--- config.mk ---
export PLATFORM = sky130hd
export DESIGN_NAME = keypad_scanner
export DESIGN_NICKNAME = d
export VERILOG_FILES = /design/src/rtl/keypad_pkg.sv /design/src/rtl/keypad_decode.sv /design/src/rtl/keypad_scanner.sv
export SDC_FILE = /design/constraint.sdc
export NUM_CORES = 1
export LEC_CHECK = 0
export BUFFER_PORTS_ARGS = -buffer_cell sky130_fd_sc_hd__buf_2
export CORE_MARGIN = 8
export CORE_UTILIZATION = 48
export DETAILED_ROUTE_END_ITERATION = 8
export PLACE_DENSITY = 0.74
export SYNTH_ARGS = -nofsm -noshare
export SYNTH_HDL_FRONTEND = slang
export SYNTH_SLANG_ARGS = --single-unit
export TNS_END_PERCENT = 20
--- constraint.sdc ---
create_clock -name clk -period 1.6 [get_ports clk]
set_input_delay 0.16 -clock clk [delete_from_list [all_inputs] [get_ports clk]]
set_output_delay 0.16 -clock clk [all_outputs]
set_load 0.005 [all_outputs]
--- src/rtl/keypad_pkg.sv ---
// Shared state encoding, row-drive constants and column helpers for the keypad scanner.
package keypad_pkg;

  // Even encodings scan a row; odd encodings hold that row while a press is handled
  localparam logic [2:0] ST_ROW1 = 3'd0;
  localparam logic [2:0] ST_R1P  = 3'd1;
  localparam logic [2:0] ST_ROW2 = 3'd2;
  localparam logic [2:0] ST_R2P  = 3'd3;
  localparam logic [2:0] ST_ROW3 = 3'd4;
  localparam logic [2:0] ST_R3P  = 3'd5;
  localparam logic [2:0] ST_ROW4 = 3'd6;
  localparam logic [2:0] ST_R4P  = 3'd7;

  localparam logic [3:0] ROW1_DRV = 4'b1000;
  localparam logic [3:0] ROW2_DRV = 4'b0100;
  localparam logic [3:0] ROW3_DRV = 4'b0010;
  localparam logic [3:0] ROW4_DRV = 4'b0001;

  localparam logic [3:0] COLS_IDLE = 4'b1111;

  function automatic logic [3:0] row_drive(input logic [1:0] row_idx);
    case (row_idx)
      2'd0:    return ROW1_DRV;
      2'd1:    return ROW2_DRV;
      2'd2:    return ROW3_DRV;
      default: return ROW4_DRV;
    endcase
  endfunction

  // Index 0 is col1 (columns[3]); the lowest-numbered low column wins
  function automatic logic [1:0] first_low_col(input logic [3:0] cols);
    casez (cols)
      4'b0???: return 2'd0;
      4'b10??: return 2'd1;
      4'b110?: return 2'd2;
      default: return 2'd3;
    endcase
  endfunction

endpackage

--- src/rtl/keypad_decode.sv ---
// Maps a one-hot row drive and a column index (0 = col1) to the printed hex key code.
// Purely combinational; an unrecognised row pattern decodes to 0.
module keypad_decode (
  input  logic [3:0] row_onehot,
  input  logic [1:0] col_idx,
  output logic [3:0] code
);
  import keypad_pkg::*;

  always_comb begin
    code = 4'h0;
    case (row_onehot)
      ROW1_DRV: case (col_idx)
        2'd0: code = 4'h1;
        2'd1: code = 4'h2;
        2'd2: code = 4'h3;
        default: code = 4'hA;
      endcase
      ROW2_DRV: case (col_idx)
        2'd0: code = 4'h4;
        2'd1: code = 4'h5;
        2'd2: code = 4'h6;
        default: code = 4'hB;
      endcase
      ROW3_DRV: case (col_idx)
        2'd0: code = 4'h7;
        2'd1: code = 4'h8;
        2'd2: code = 4'h9;
        default: code = 4'hC;
      endcase
      ROW4_DRV: case (col_idx)
        2'd0: code = 4'hE;
        2'd1: code = 4'h0;
        2'd2: code = 4'hF;
        default: code = 4'hD;
      endcase
      default: code = 4'h0;
    endcase
  end

endmodule

--- src/rtl/keypad_scanner.sv ---
// 4x4 keypad scanner: rotates one-hot row drive, debounces press and release, registers the key code.
// A press is accepted DEBOUNCE_CYCLES+1 clocks after it is first seen; no flow control, one pulse per press.
module keypad_scanner #(
  parameter int DEBOUNCE_CYCLES = 3
) (
  input  logic       clk,
  input  logic       reset,
  input  logic [3:0] columns,
  output logic [3:0] rows,
  output logic [3:0] value,
  output logic       key_pressed
);
  import keypad_pkg::*;

  localparam int CW = $clog2(DEBOUNCE_CYCLES + 1);

  logic [2:0]    state;
  logic [1:0]    col_idx;
  logic [CW-1:0] count;
  logic          accepted;
  logic [3:0]    code;
  logic [3:0]    col_mask;
  logic          latched_low;
  logic [CW-1:0] count_inc;
  logic          count_done;
  logic [1:0]    next_row;

  assign rows        = row_drive(state[2:1]);
  assign col_mask    = 4'b1000 >> col_idx;
  assign latched_low = ((columns & col_mask) == 4'b0000);
  assign count_inc   = count + CW'(1);
  assign count_done  = (count_inc == CW'(DEBOUNCE_CYCLES));
  assign next_row    = state[2:1] + 2'd1;

  keypad_decode u_decode (
    .row_onehot (rows),
    .col_idx    (col_idx),
    .code       (code)
  );

  always_ff @(posedge clk or posedge reset) begin
    if (reset) begin
      state       <= ST_ROW1;
      col_idx     <= 2'd0;
      count       <= '0;
      accepted    <= 1'b0;
      value       <= 4'h0;
      key_pressed <= 1'b0;
    end else begin
      key_pressed <= 1'b0;
      if (!state[0]) begin
        if (columns == COLS_IDLE) begin
          state <= {next_row, 1'b0};
        end else begin
          state    <= {state[2:1], 1'b1};
          col_idx  <= first_low_col(columns);
          count    <= '0;
          accepted <= 1'b0;
        end
      end else if (!accepted) begin
        // Only the latched column matters; other columns are ignored while debouncing
        if (latched_low) begin
          if (count_done) begin
            value       <= code;
            key_pressed <= 1'b1;
            accepted    <= 1'b1;
            count       <= '0;
          end else begin
            count <= count_inc;
          end
        end else begin
          state <= {state[2:1], 1'b0};
          count <= '0;
        end
      end else begin
        // Release needs an unbroken run of idle columns; any low column restarts it
        if (columns == COLS_IDLE) begin
          if (count_done) begin
            state    <= {next_row, 1'b0};
            accepted <= 1'b0;
            count    <= '0;
          end else begin
            count <= count_inc;
          end
        end else begin
          count <= '0;
        end
      end
    end
  end

endmodule

==> run_results.csv <==
group,metric,value,unit
status,status,"finished, violations left",
status,violations,"setup timing",
worst_setup_path,max_stage_delay,0.41,ns
timing,drv_slew,0,
global_routing,grt_pass1_wl,2.77,mm
placement,portBuffers,14,
global_routing,globalRouteOverflowTotal,0,
job,max_cap_viol_count,0,
clocking,cts-root-buf,"clkbuf_4",
layout,regArea,327,µm²
timing,worst_slew_margin_rel,68.3,%
synthesis,synthDistinctLibCells,26,
timing,setup_slack,-0.122,ns
layout,drive_gt1_share,32.1,%
worst_setup_path,crit_chain,"buf_4 > ha_2 > a22o_1 > nor3_2 > nand3_2 > mux2_1",
worst_setup_path,rrSetupSlack,-0.12,ns
timing,tightest_slew,0.475,ns
synthesis,synth.top_cells.by_area,"dfrtp_1, ha_1, mux2_1",
clocking,htree_levels,1,
worst_setup_path,slowest_stage,"dfrtp_1",
worst_hold_path,hold_end,"col_idx[1]",
worst_setup_path,critPathCaptureType,"flip-flop",
detailed_routing,drt-pass1-iter-count,4,
timing,fin_crit,1.72,ns
layout,diodes,0,
placement,dp_hpwl,1.26,mm
synthesis,yosys_warnings,0,
layout,final_core_util,61.9,%
layout,fin_nets,130,
global_routing,grt_pass1_vias,653,
floorplanning,ios,15,
global_routing,grt_max_degree,14,
layout,syn_to_final_growth,25.2,%
detailed_routing,via_per_inst,5.40,
floorplanning,coreArea,0.00167,mm²
synthesis,synth_edf_count,0,
synthesis,synth_top_family_by_area,"compound AO/OA/AOI/OAI gates",
floorplanning,die_w,57.5,µm
clocking,clkLatencyLatePin,0.28,ns
clocking,cts_tree,"done",
placement,gp_congestion,0.851,
timing,hold_viol,0,
clocking,cts_buffers,3,
power_and_ir_drop,irDropWorstVdd,969,µV
synthesis,synth-xor-area-share,1.06,%
synthesis,netlist_instances,84,
worst_hold_path,hold_path.startpoint,"columns[3]",
synthesis,synthSimpleGateAreaFrac,14.2,%
worst_setup_path,r2r-end,"value[2]",
global_routing,grt_antenna_before_repair,0,
power_and_ir_drop,p_per_area,1780,mW/mm²
timing,fmax,0.581,GHz
synthesis,muxShareOfSynthArea,6.82,%
timing,fin_setup_tns,-0.486,ns
layout,multi_input_area,467,µm²
worst_setup_path,critPathLaunchType,"flip-flop",
synthesis,synth-compound-area-share,17.1,%
synthesis,synth_flop_cell,"dfrtp_1",
worst_setup_path,timing.rr.start,"col_idx[1]",
synthesis,ys_seq_elements,13,
clocking,clkSlewWorstSetupHoldPaths,0.08,ns
floorplanning,start_util,49.4,%
detailed_routing,routed_wl,1.62,mm
layout,fillCellCount,143,
floorplanning,die_h,57.5,µm
clocking,clockBufferDepth,2,
synthesis,avgSynthCellArea,9.83,µm²
synthesis,synth_area,826,µm²
synthesis,synth_top_area_share,39.4,%
detailed_routing,vias,696,
clocking,clkSinkCount,13,
placement,place_area,958,µm²
worst_setup_path,r2r.worst_path.cells,6,
synthesis,yosysSeqAreaShare,39.4,%
floorplanning,num_rows,15,
detailed_routing,wl_per_cell,12.6,µm
detailed_routing,ant_nets,0,
worst_setup_path,cp_max_fo,5,
synthesis,synth_nets,101,
timing,setup_violations,4,
timing,rsz0062_at_grt,"yes",
timing,fin_skew,0.000622,ns
layout,final_area,0.00103,mm²
worst_hold_path,hold_depth,3,
synthesis,postSynth.asyncResetShare,100,%
synthesis,netlist.top_cell.by_area,"dfrtp_1",
worst_hold_path,hold_class,"primary input to flip-flop",
worst_setup_path,critPathArrivalTime,1.89,ns
detailed_routing,drc,0,
floorplanning,floorplan.die_area,0.00330,mm²
synthesis,synthAdderAreaFrac,16.7,%
detailed_routing,drt_iter0_drc,10,
worst_setup_path,crit_required,1.77,ns
timing,final.period_utilization,108,%
global_routing,grt_usage,10.9,%
power_and_ir_drop,power_leakage,0.522,nW
worst_setup_path,critPathKind,"flip-flop to flip-flop",
state kept, by name, indices dropped and copies added, names as in the netlist:
register	flops
state	3
count	2
col_idx	2
key_pressed	1
accepted	1
value	4
critical path: cells and delay by family, from the launching register on:
family | cells | cell delay, ns
mux | 1 | 0.34
fa+ha+maj | 1 | 0.16
compound gates | 1 | 0.22
simple gates | 2 | 0.32
buf+inv | 1 | 0.15
flops | 1 | 0.41
layout by cell type, fill, tap and decap left out, types with 2 or more instances in the layout:
master / instances
nand2b_1: 2
buf_4: 11
o21ai_0: 5
mux2_1: 4
clkbuf_4: 3
a22o_1: 2
o22ai_1: 2
nor2_1: 7
ha_1: 9
buf_2: 14
o211ai_1: 2
dfrtp_1: 12
a21oi_1: 6
inv_1: 7
nand2_1: 5
nor2b_1: 3
ha_2: 2
cell usage after synthesis, types with 2 or more instances:
master	n
mux2_1	4
a22o_1	2
dfrtp_1	13
o211ai_1	2
ha_1	11
o21ai_0	6
nand2_1	5
o22ai_1	2
nor2_1	7
a21oi_1	6
nor2b_1	3
inv_1	8
nand2b_1	2
per-stage QoR:
| stage | worst slack, ns | std cells | total power [W] | hold WS [ns] |
|---|---|---|---|---|
| final | -0.122 | 129 | 0.00184 | 0.197 |
| after global routing | -0.242 | 129 | 0.00203 | 0.209 |
| after CTS | -0.108 | 126 | 0.00179 | 0.175 |
| after detailed placement | -0.128 | 119 | 0.00156 | 0.209 |
| after global placement | -0.0785 | 119 | 0.00153 | 0.197 |
| after floorplan | -0.0369 | 84 | 0.00122 | 0.0370 |
where the power goes:
| group | leakage [nW] | switching (W) | internal [W] |
|---|---|---|---|
| sequential | 0.161 | 0.000135 | 0.000467 |
| combinational | 0.346 | 0.000486 | 0.000544 |
| clock | 0.0150 | 0.000111 | 0.0000967 |
| total | 0.522 | 0.000732 | 0.00111 |
cells by family (layout without fill, tap and decap cells):
kind of cell / Yosys count / after routing
flip-flops: 13 / 13
AND/OR/NAND/NOR: 22 / 22
multiplexers: 5 / 5
AO/OA/AOI/OAI: 22 / 22
adder cells (fa/ha/maj): 11 / 11
XOR/XNOR: 1 / 1
buffers and inverters: 10 / 38
layer usage:
layer	vias to the layer above	part of all wire, %	GRT usage [%]
li1	349	-	-
met1	329	43	11.6
met2	14	49	18.0
met3	4	5.0	2.69
met4	0	2.6	8.57
met5	-	0	0
worst max-delay path by stage:
stage               startpoint        to  slack, ns  cells past startpoint
floorplan           col_idx[0]  value[0]      -0.04                      6
global placement    col_idx[1]  value[2]      -0.08                      6
detailed placement  col_idx[1]  value[2]      -0.13                      6
CTS                 col_idx[0]  value[2]      -0.11                      6
global route        col_idx[1]  value[2]      -0.24                      6
finish              col_idx[1]  value[2]      -0.12                      6
cell type report:
type / count / area share, %
Tap cell: 17 / 2.06
Clock buffer: 4 / 2.54
Inverter: 8 / 2.91
Multi-Input combinational cell: 61 / 45.2
Timing Repair Buffer: 26 / 15.7
Sequential cell: 13 / 31.6
timing repair:
item	CTS	global route
buffers inserted	2	3
pin swaps	0	1
hold endpoints to repair	13	0
resized for setup	0	2
setup endpoints to repair	4	6
hold buffers	1	0
Power figures use the tool's default switching activity.
